## src/rtl/sam_enc_param.sv

```systemverilog
// Parametrised serial SAM encoder.
// Configuration (length, key d, key N) arrives serially on str while mode is high.
// In normal operation, pulse-width-coded symbols are decoded into bits.
// Each bit is encoded as (b ^ d[i]) | N[i] and the word is assembled MSB first.
// Completed words are published on msgcd, together with a one-cycle valid pulse.
module sam_enc_param #(
  parameter int MSG_W   = 64,
  parameter int LW      = 6,
  parameter int CNT_W   = 7,
  parameter int MIN_SYM = 10,
  parameter int MAX_SYM = 60
) (
  input  logic                     clk,
  input  logic                     reset,
  input  logic                     str,
  input  logic                     mode,
  output logic [MSG_W-1:0]         msgcd,
  output logic                     valid,
  output logic [$clog2(MSG_W):0]   cc,
  output logic                     sym_err,
  output logic                     cfg_err,
  output logic                     busy
);
  localparam int IW  = $clog2(MSG_W);
  localparam int CCW = $clog2(MSG_W) + 1;

  localparam logic [LW:0]      LEN_ONE     = (LW+1)'(1);
  localparam logic [LW:0]      LEN_MAX     = (LW+1)'(MSG_W);
  localparam logic [LW:0]      LEN_BITS_M1 = (LW+1)'(LW-1);
  localparam logic [CNT_W-1:0] SAT         = CNT_W'(MAX_SYM+1);
  localparam logic [CNT_W-1:0] CNT_ONE     = CNT_W'(1);
  localparam logic [CNT_W:0]   MIN_T       = (CNT_W+1)'(MIN_SYM);
  localparam logic [CNT_W:0]   MAX_T       = (CNT_W+1)'(MAX_SYM);
  localparam logic [IW-1:0]    IDX_ONE     = IW'(1);

  typedef enum logic [2:0] {IDLE, CFG_LEN, CFG_D, CFG_N, CFG_WAIT, NORM} state_t;
  state_t state_reg, state_next;

  logic [LW-2:0]    field_reg;
  logic [LW:0]      len_reg;
  logic [LW:0]      cnt_reg;
  logic [MSG_W-1:0] d_reg, n_reg, word_reg, msgcd_reg;
  logic [IW-1:0]    idx_reg;
  logic [CNT_W-1:0] ones_reg, zeros_reg;
  logic             zero_seen_reg, broken_reg, sync_reg, prev_reg;
  logic             valid_reg, sym_err_reg, cfg_err_reg, busy_reg;
  logic [CCW-1:0]   cc_reg;

  logic             rise;
  logic [LW-1:0]    field_full;
  logic [LW:0]      len_new, len_m1;
  logic             len_ok, len_last, cfg_last;
  logic [CNT_W-1:0] ones_inc, zeros_inc;
  logic [CNT_W:0]   sym_len;
  logic             sym_bad, enc_bit;
  logic [MSG_W-1:0] word_set, len_mask;

  // Bits at or above the configured length are forced to zero when a word is published.
  for (genvar gi = 0; gi < MSG_W; gi++) begin : g_mask
    assign len_mask[gi] = (int'(len_reg) > gi);
  end

  // Shared decode helpers: edge detection, length field, counters and the encoded bit.
  always_comb begin
    rise       = str & ~prev_reg;
    field_full = {field_reg, str};
    len_new    = {1'b0, field_full} + LEN_ONE;
    len_ok     = (len_new <= LEN_MAX);
    len_last   = (cnt_reg == LEN_BITS_M1);
    len_m1     = len_reg - LEN_ONE;
    cfg_last   = (cnt_reg == len_m1);
    ones_inc   = (ones_reg == SAT) ? SAT : ones_reg + CNT_ONE;
    zeros_inc  = (zeros_reg == SAT) ? SAT : zeros_reg + CNT_ONE;
    sym_len    = {1'b0, ones_reg} + {1'b0, zeros_reg};
    sym_bad    = broken_reg | (sym_len < MIN_T) | (sym_len > MAX_T);
    enc_bit    = ((ones_reg >= zeros_reg) ^ d_reg[idx_reg]) | n_reg[idx_reg];
    word_set   = word_reg;
    word_set[idx_reg] = enc_bit;
  end

  // State register.
  always_ff @(posedge clk) begin
    if (reset) state_reg <= IDLE;
    else       state_reg <= state_next;
  end

  // Next-state logic; dropping mode during configuration aborts back to IDLE.
  always_comb begin
    state_next = state_reg;
    case (state_reg)
      IDLE:     if (mode) state_next = CFG_LEN;
      CFG_LEN:  if (!mode) state_next = IDLE;
                else if (len_last) state_next = len_ok ? CFG_D : IDLE;
      CFG_D:    if (!mode) state_next = IDLE;
                else if (cfg_last) state_next = CFG_N;
      CFG_N:    if (!mode) state_next = IDLE;
                else if (cfg_last) state_next = CFG_WAIT;
      CFG_WAIT: if (!mode) state_next = NORM;
      NORM:     if (mode) state_next = CFG_LEN;
      default:  state_next = IDLE;
    endcase
  end

  // Datapath: config shifting, symbol measurement, word assembly and status pulses.
  always_ff @(posedge clk) begin
    if (reset) begin
      field_reg <= '0; len_reg <= '0; cnt_reg <= '0;
      d_reg <= '0; n_reg <= '0; word_reg <= '0; msgcd_reg <= '0;
      idx_reg <= '0; ones_reg <= '0; zeros_reg <= '0;
      zero_seen_reg <= 1'b0; broken_reg <= 1'b0; sync_reg <= 1'b0; prev_reg <= 1'b0;
      valid_reg <= 1'b0; sym_err_reg <= 1'b0; cfg_err_reg <= 1'b0; busy_reg <= 1'b0;
      cc_reg <= '0;
    end else begin
      prev_reg    <= str;
      valid_reg   <= 1'b0;
      sym_err_reg <= 1'b0;
      cfg_err_reg <= 1'b0;
      case (state_reg)
        IDLE: begin
          d_reg <= '0; n_reg <= '0; field_reg <= '0; cnt_reg <= '0; len_reg <= '0;
        end
        CFG_LEN: begin
          if (!mode) begin
            cfg_err_reg <= 1'b1; cc_reg <= '0;
          end else begin
            field_reg <= field_full[LW-2:0];
            cnt_reg   <= cnt_reg + LEN_ONE;
            if (len_last) begin
              cnt_reg <= '0;
              len_reg <= len_new;
              if (!len_ok) begin
                cfg_err_reg <= 1'b1; cc_reg <= '0;
              end
            end
          end
        end
        CFG_D: begin
          if (!mode) begin
            cfg_err_reg <= 1'b1; cc_reg <= '0;
          end else begin
            // First bit received ends up at d[L-1] after L shifts.
            d_reg   <= {d_reg[MSG_W-2:0], str};
            cnt_reg <= cfg_last ? '0 : cnt_reg + LEN_ONE;
          end
        end
        CFG_N: begin
          if (!mode) begin
            cfg_err_reg <= 1'b1; cc_reg <= '0;
          end else begin
            n_reg   <= {n_reg[MSG_W-2:0], str};
            cnt_reg <= cfg_last ? '0 : cnt_reg + LEN_ONE;
            if (cfg_last) cc_reg <= CCW'(len_reg);
          end
        end
        CFG_WAIT: begin
          if (!mode) begin
            idx_reg <= IW'(len_m1); word_reg <= '0;
            ones_reg <= '0; zeros_reg <= '0; sync_reg <= 1'b0;
            zero_seen_reg <= 1'b0; broken_reg <= 1'b0; busy_reg <= 1'b0;
          end
        end
        NORM: begin
          if (mode) begin
            // Reconfiguration request: drop the partial word, keep msgcd and cc.
            busy_reg <= 1'b0; word_reg <= '0; sync_reg <= 1'b0;
            d_reg <= '0; n_reg <= '0; field_reg <= '0; cnt_reg <= '0;
          end else if (!sync_reg) begin
            if (rise) begin
              sync_reg <= 1'b1; ones_reg <= CNT_ONE; zeros_reg <= '0;
              zero_seen_reg <= 1'b0; broken_reg <= 1'b0;
            end
          end else if (rise) begin
            if (sym_bad) begin
              sym_err_reg <= 1'b1;
            end else if (idx_reg == '0) begin
              msgcd_reg <= word_set & len_mask;
              valid_reg <= 1'b1;
              idx_reg   <= IW'(len_m1);
              busy_reg  <= 1'b0;
              word_reg  <= '0;
            end else begin
              word_reg <= word_set;
              idx_reg  <= idx_reg - IDX_ONE;
              busy_reg <= 1'b1;
            end
            ones_reg <= CNT_ONE; zeros_reg <= '0;
            zero_seen_reg <= 1'b0; broken_reg <= 1'b0;
          end else if (str) begin
            if (!zero_seen_reg) begin
              ones_reg <= ones_inc;
              if (ones_inc == SAT) broken_reg <= 1'b1;
            end
          end else begin
            zeros_reg     <= zeros_inc;
            zero_seen_reg <= 1'b1;
            if (zeros_inc == SAT) broken_reg <= 1'b1;
          end
        end
        default: ;
      endcase
    end
  end

  // Outputs come straight from registers.
  always_comb begin
    msgcd   = msgcd_reg;
    valid   = valid_reg;
    cc      = cc_reg;
    sym_err = sym_err_reg;
    cfg_err = cfg_err_reg;
    busy    = busy_reg;
  end
endmodule

```

## config.mk

```make
export PLATFORM = sky130hd
export DESIGN_NAME = sam_enc_param
export DESIGN_NICKNAME = d
export VERILOG_FILES = /design/src/rtl/sam_enc_param.sv
export SDC_FILE = /design/constraint.sdc
export NUM_CORES = 1
export LEC_CHECK = 0
export CAP_MARGIN = 25
export CORE_ASPECT_RATIO = 0.7
export CORE_MARGIN = 1.5
export CORE_UTILIZATION = 45
export DETAILED_ROUTE_END_ITERATION = 8
export DONT_BUFFER_PORTS = 1
export GPL_ROUTABILITY_DRIVEN = 0
export HOLD_SLACK_MARGIN = 0.05
export PLACE_DENSITY_LB_ADDON = 0.08
export SYNTH_ARGS = -nofsm -noshare
export SYNTH_HDL_FRONTEND = slang
export SYNTH_SLANG_ARGS = --single-unit
export TNS_END_PERCENT = 1
```

## constraint.sdc

```tcl
create_clock -name clk -period 7.62 [get_ports clk]
set_input_delay 1.143 -clock clk [delete_from_list [all_inputs] [get_ports clk]]
set_output_delay 1.143 -clock clk [all_outputs]
set_load 0.03 [all_outputs]
```

==> results of run 1 <==
==> cell usage after synthesis, types with 23 or more instances <==
cell type,number,share of area
nor2_1,204,0.048
a21oi_1,259,0.082
o21ai_0,89,0.028
o31ai_1,48,0.023
inv_1,47,0.011
o211ai_1,23,0.011
dfxtp_1,313,0.40
clkbuf_1,130,0.031
nand2_1,306,0.073
nor3_1,30,0.0095
ha_1,27,0.021
nand3_1,173,0.055
o221ai_1,27,0.015
==> per-stage QoR <==
| step | cell area, µm² | total power, W | std cells |
|---|---|---|---|
| floorplan | 15800 | 0.00176 | 2049 |
| global placement | 16000 | 0.00178 | 2381 |
| detailed placement | 16000 | 0.00178 | 2382 |
| CTS | 17200 | 0.00357 | 2443 |
| global route | 17200 | 0.00366 | 2444 |
| finish | 17200 | 0.00355 | 2444 |
==> kinds of logic after synthesis <==
family                   Yosys count  synth area share
AO/OA/AOI/OAI                    603             0.241
XOR/XNOR                          27            0.0159
adder cells (fa/ha/maj)           28            0.0227
buffers and inverters            214            0.0559
flip-flops                       313             0.397
multiplexers                      38            0.0307
AND/OR/NAND/NOR                  826             0.237
==> metal layers <==
layer  track usage  vias up
met2         0.371      650
met5             0        -
met1         0.421     7246
li1              -     7129
met4        0.0633        0
met3        0.0808       80
==> cell type report <==
class                   instances  area [µm²]  share of cell area
clock buffers                  45         963              0.0560
clock inverters                16         243              0.0141
well taps                     472         591              0.0343
flip-flops and latches        313        6270               0.364
inverters                      49         184              0.0107
repair buffers                 27         223              0.0129
multi-input cells            1522        8740               0.508
==> power by group <==
group	switching, W	internal (W)
combinational	0.0000795	0.0000217
sequential	0.00000436	0.00164
clock	0.000708	0.00110
==> critical path, cell delays in order, from the launching register on <==
cell	delay [ns]
dfxtp_2	0.59
buf_4	0.45
nand3b_1	0.54
nor2_1	0.24
a2111oi_0	0.09
o22a_1	0.26
and4_4	0.23
mux2i_4	0.48
o21ai_4	0.29
buf_16	0.25
o31ai_1	0.24
==> worst max path at each step <==
stage | slack (ns) | depth (start not counted) | to
6_report | 3.80 | 10 | word_reg[52]
3_5_place_dp | 3.87 | 10 | word_reg[52]
2_1_floorplan | 4.51 | 11 | cc[0]
5_1_grt | 3.65 | 11 | word_reg[5]
3_3_place_gp | 3.65 | 9 | word_reg[23]
4_1_cts | 3.86 | 10 | word_reg[52]
==> cell usage in the layout, fill, tap and decap left out, types with 6 or more instances in the layout <==
| master | count |
|---|---|
| o21ai_1 | 7 |
| dfxtp_1 | 310 |
| nand4_1 | 10 |
| buf_4 | 26 |
| o21a_1 | 6 |
| o211ai_1 | 23 |
| a22oi_1 | 8 |
| xnor2_1 | 19 |
| o21ai_0 | 89 |
| mux4_2 | 6 |
| o221ai_1 | 27 |
| nand3_1 | 173 |
| a211oi_1 | 14 |
| o32ai_1 | 15 |
| ha_1 | 27 |
| clkinv_2 | 6 |
| mux2_2 | 8 |
| nor2b_1 | 13 |
| nand3b_1 | 7 |
| and3_1 | 10 |
| clkbuf_16 | 35 |
| o22ai_1 | 8 |
| nor4_1 | 7 |
| nand2_1 | 306 |
| a221oi_1 | 16 |
| a31o_1 | 7 |
| or3_1 | 10 |
| nor2_1 | 202 |
| a21oi_1 | 257 |
| bufinv_16 | 6 |
| xor2_1 | 7 |
| a31oi_1 | 13 |
| mux2i_1 | 18 |
| nand2b_1 | 19 |
| nor3_1 | 30 |
| o31ai_1 | 48 |
| inv_1 | 47 |
==> results.yml, run 1 <==
clock_network:
  clock_latency_ns: 0.53
  clockBufferDepth: 3
  cts.hold.buffers_added: 0
  path_clk_slew_ns: 0.06
  cts_setup_buffers: 0
  h-tree-depth: 2
  post_cts_resized: 0
  clockRootBuffer: "clkbuf_16"
  cts_buffers: 34
  clock_sinks: 313
  cts_tree: "yes"
floorplanning:
  row_count: 57
  core_area_mm2: 0.0346
  die_w_um: 227
  start_util: 0.456
  die_area_mm2: 0.0362
  ios: 79
  die_h_um: 160
power:
  ir_worst_vdd_mv: 0.140
  power.density_mw_per_mm2: 206
  p_leak_nw: 5.56
timing:
  slew_violations: 0
  fin_skew_ns: 0.0253
  rsz0062_at_grt: "false"
  hold_viol: 0
  setup_tns_ns: 0
  layout_setup_ws_ns: 3.80
  fin_crit_ns: 3.82
  setup_violations: 0
  worst_pin_slew_ns: 0.897
  final.period_utilization: 0.501
  hold_slack_ns: 0.439
  fmax_mhz: 262
  slew_headroom: 0.400
final_layout:
  fill_cells: 3393
  layout-drive-gt1-share: 0.0715
  post-route-util: 0.498
  num_antenna_cells: 0
  nets: 1979
  area_growth_pct: 9.01
logic_synthesis:
  syn_inst: 2049
  yosysSeqAreaShare: 0.397
  syn_area_mm2: 0.0158
  synth_cell_type_count: 89
  syn_nets: 2081
  ys_warn_count: 0
  synth_seq_cells: 313
  synthFlopType: "dfxtp_1"
  async_reset_ff_frac: 0
  syn_area_per_cell_um2: 7.71
  synth-edff-count: 0
worst_hold_path:
  hold_path_class: "register to register"
  whs_endpoint: "word_reg[42]"
  min-delay-start: "word_reg[42]"
  min_path_cells: 2
run_status:
  status: "finished clean"
critical_path:
  timing.rr.start: "idx_reg[1]"
  worstSetupPathType: "register to register"
  worstSetupEndpointType: "register"
  critPathArrivalTime_ns: 4.24
  crit_start: "idx_reg[1]"
  crit_path_max_fanout: 34
  ff2ff_setup_slack_ns: 3.80
  rr_endpoint: "word_reg[52]"
  worstPathRequired_ns: 8.04
  rr_worst_depth: 10
  start_kind: "register"
route:
  ant_nets: 0
  wl_per_cell_um: 20.7
  drc: 0
  met3_length_mm: 5.23
  drtIter0Drc: 1878
  drt_first_pass_iters: 6
  vias: 15100
  highest_layer: "met4"
  drt-total-wl_mm: 50.6
  avgViaCountPerCell: 6.18
  wl_met1_mm: 24.0
  met2WireLength_mm: 20.4
global_routing:
  gr-total-overflow: 0
  grt_pass1_wl_mm: 79.1
  grt.total_usage: 0.275
  antenna_found_initial: 0
  grt_max_degree: 251
  grt_pass1_vias: 13500
flow_run:
  max_cap_viol_count: 0
placement:
  hpwl_mm: 32.9
  place.port_buffers: 0
  post-place-ws_ns: 3.87
Note: power is estimated with default switching activity, not from simulation.
==> inputs of run 2 (changes only) <==
==> constraint.sdc (replaced) <==
create_clock -name clk -period 3.9 [get_ports clk]
set_input_delay 0.585 -clock clk [delete_from_list [all_inputs] [get_ports clk]]
set_output_delay 0.585 -clock clk [all_outputs]
set_load 0.03 [all_outputs]
==> run 2 against run 1 <==
Compared with the run above:
- wire length is 0.12% higher
- critical path depth is 1 lower
- final cell count is 0.78% higher
- hold slack worse by 0.31 ns
- die area stayed put
- final area is 0.33% higher
- clock power is 76% higher
- maximum frequency is 9.3% higher
- largest power group is now registers
- highest routed layer unchanged
==> results.yml, run 2 (synthesis gave the netlist of run 1 again) <==
route:
  avgViaCountPerCell: 6.11
  ant_nets: 0
  drt-total-wl_mm: 50.6
  wl_per_cell_um: 20.5
  drt_first_pass_iters: 8
  vias: 15100
  drc: 0
  drtIter0Drc: 1647
global_routing:
  grt_pass1_vias: 13900
  grt_max_degree: 251
  antenna_found_initial: 0
  grt.total_usage: 0.278
  grt_pass1_wl_mm: 80.3
  gr-total-overflow: 0
critical_path:
  start_kind: "register"
  timing.rr.start: "idx_reg[1]"
  critPathArrivalTime_ns: 3.94
  crit_start: "idx_reg[1]"
  worstPathRequired_ns: 4.34
  worstSetupPathType: "register to register"
  crit_path_max_fanout: 19
  worstSetupEndpointType: "register"
timing:
  fin_skew_ns: 0.0376
  rsz0062_at_grt: "false"
  layout_setup_ws_ns: 0.405
  worst_pin_slew_ns: 1.05
  fmax_mhz: 286
  slew_violations: 0
  setup_tns_ns: 0
  setup_violations: 0
  fin_crit_ns: 3.50
  hold_viol: 0
  slew_headroom: 0.296
  final.period_utilization: 0.896
final_layout:
  layout_commonest_cell: "dfxtp_1"
  fill_cells: 3388
  area_growth_pct: 9.37
  post-route-util: 0.499
  layout.cells.most_common_list: "dfxtp_1, nand2_1, a21oi_1"
  num_antenna_cells: 0
  layout-drive-gt1-share: 0.0794
  nets: 2002
floorplanning:
  ios: 79
  start_util: 0.456
  die_area_mm2: 0.0362
  core_area_mm2: 0.0346
  row_count: 57
  die_h_um: 160
  die_w_um: 227
power:
  ir_worst_vdd_mv: 0.319
  p_leak_nw: 5.62
  power_w: 0.00659
  power.density_mw_per_mm2: 382
clock_network:
  post_cts_resized: 0
  clockRootBuffer: "clkbuf_16"
  cts_setup_buffers: 0
  cts.hold.buffers_added: 0
  clock_sinks: 313
  cts_buffers: 34
  clock_latency_ns: 0.54
  clockBufferDepth: 3
  cts_tree: "yes"
  h-tree-depth: 2
  path_clk_slew_ns: 0.06
worst_hold_path:
  hold_path_class: "primary input to register"
  min-delay-start: "reset"
placement:
  place.port_buffers: 0
  post-place-ws_ns: 0.444
  hpwl_mm: 33.7
run_status:
  status: "finished clean"
flow_run:
  max_cap_viol_count: 0
run 2: changes by cell type in the layout (fill, tap and decap cells not counted), moves of 2 or more:
cell,before,now
clkbuf_1,5,7
bufinv_16,6,2
buf_12,0,3
buf_4,26,47
run 2: area by class of cell:
class | instances | area (µm²) | area share
well taps | 472 | 591 | 0.0342
repair buffers | 50 | 413 | 0.0239
multi-input cells | 1522 | 8740 | 0.506
clock buffers | 46 | 946 | 0.0548
flip-flops and latches | 313 | 6270 | 0.363
inverters | 49 | 184 | 0.0107
clock inverters | 11 | 126 | 0.00732
run 2: power by group:
part | internal, W | switching [W] | total (W)
Combinational | 0.0000443 | 0.000159 | 0.000203
Clock | 0.00184 | 0.00135 | 0.00318
Sequential | 0.00320 | 0.00000570 | 0.00321
Total | 0.00508 | 0.00151 | 0.00659
run 2: metrics by stage:
stage / std cells / hold slack (ns) / instance area (µm²)
finish: 2463 / 0.133 / 17300
detailed placement: 2406 / 0.433 / 16200
CTS: 2463 / 0.130 / 17300
global placement: 2406 / 0.427 / 16200
global route: 2463 / 0.118 / 17300
floorplan: 2049 / 0.416 / 15800
run 2: worst paths after layout:
check	end	slack, ns	cells past startpoint
worst max-delay path	word_reg[20]	0.40	9
worst min-delay path	state_reg[2]	0.13	1
worst min register to register	word_reg[47]	0.45	2
worst max register to register	word_reg[20]	0.40	9
run 2: critical path, stage by stage (launching register included):
cell      delay [ns]
dfxtp_2         0.57
buf_4           0.33
nand2b_1        0.18
o221ai_1        0.13
a221oi_1        0.36
o211a_1         0.20
and4_4          0.28
mux2i_4         0.56
nand2_2         0.42
o31ai_1         0.36
run 2: routing by layer:
layer / vias to the layer above / wire length (µm) / share of wire / track usage
li1: 7171 / - / - / -
met1: 7237 / 25100 / 0.50 / 0.436
met2: 581 / 20200 / 0.40 / 0.379
met3: 64 / 4380 / 0.086 / 0.0591
met4: 0 / 957 / 0.019 / 0.0679
met5: - / 0 / 0 / 0
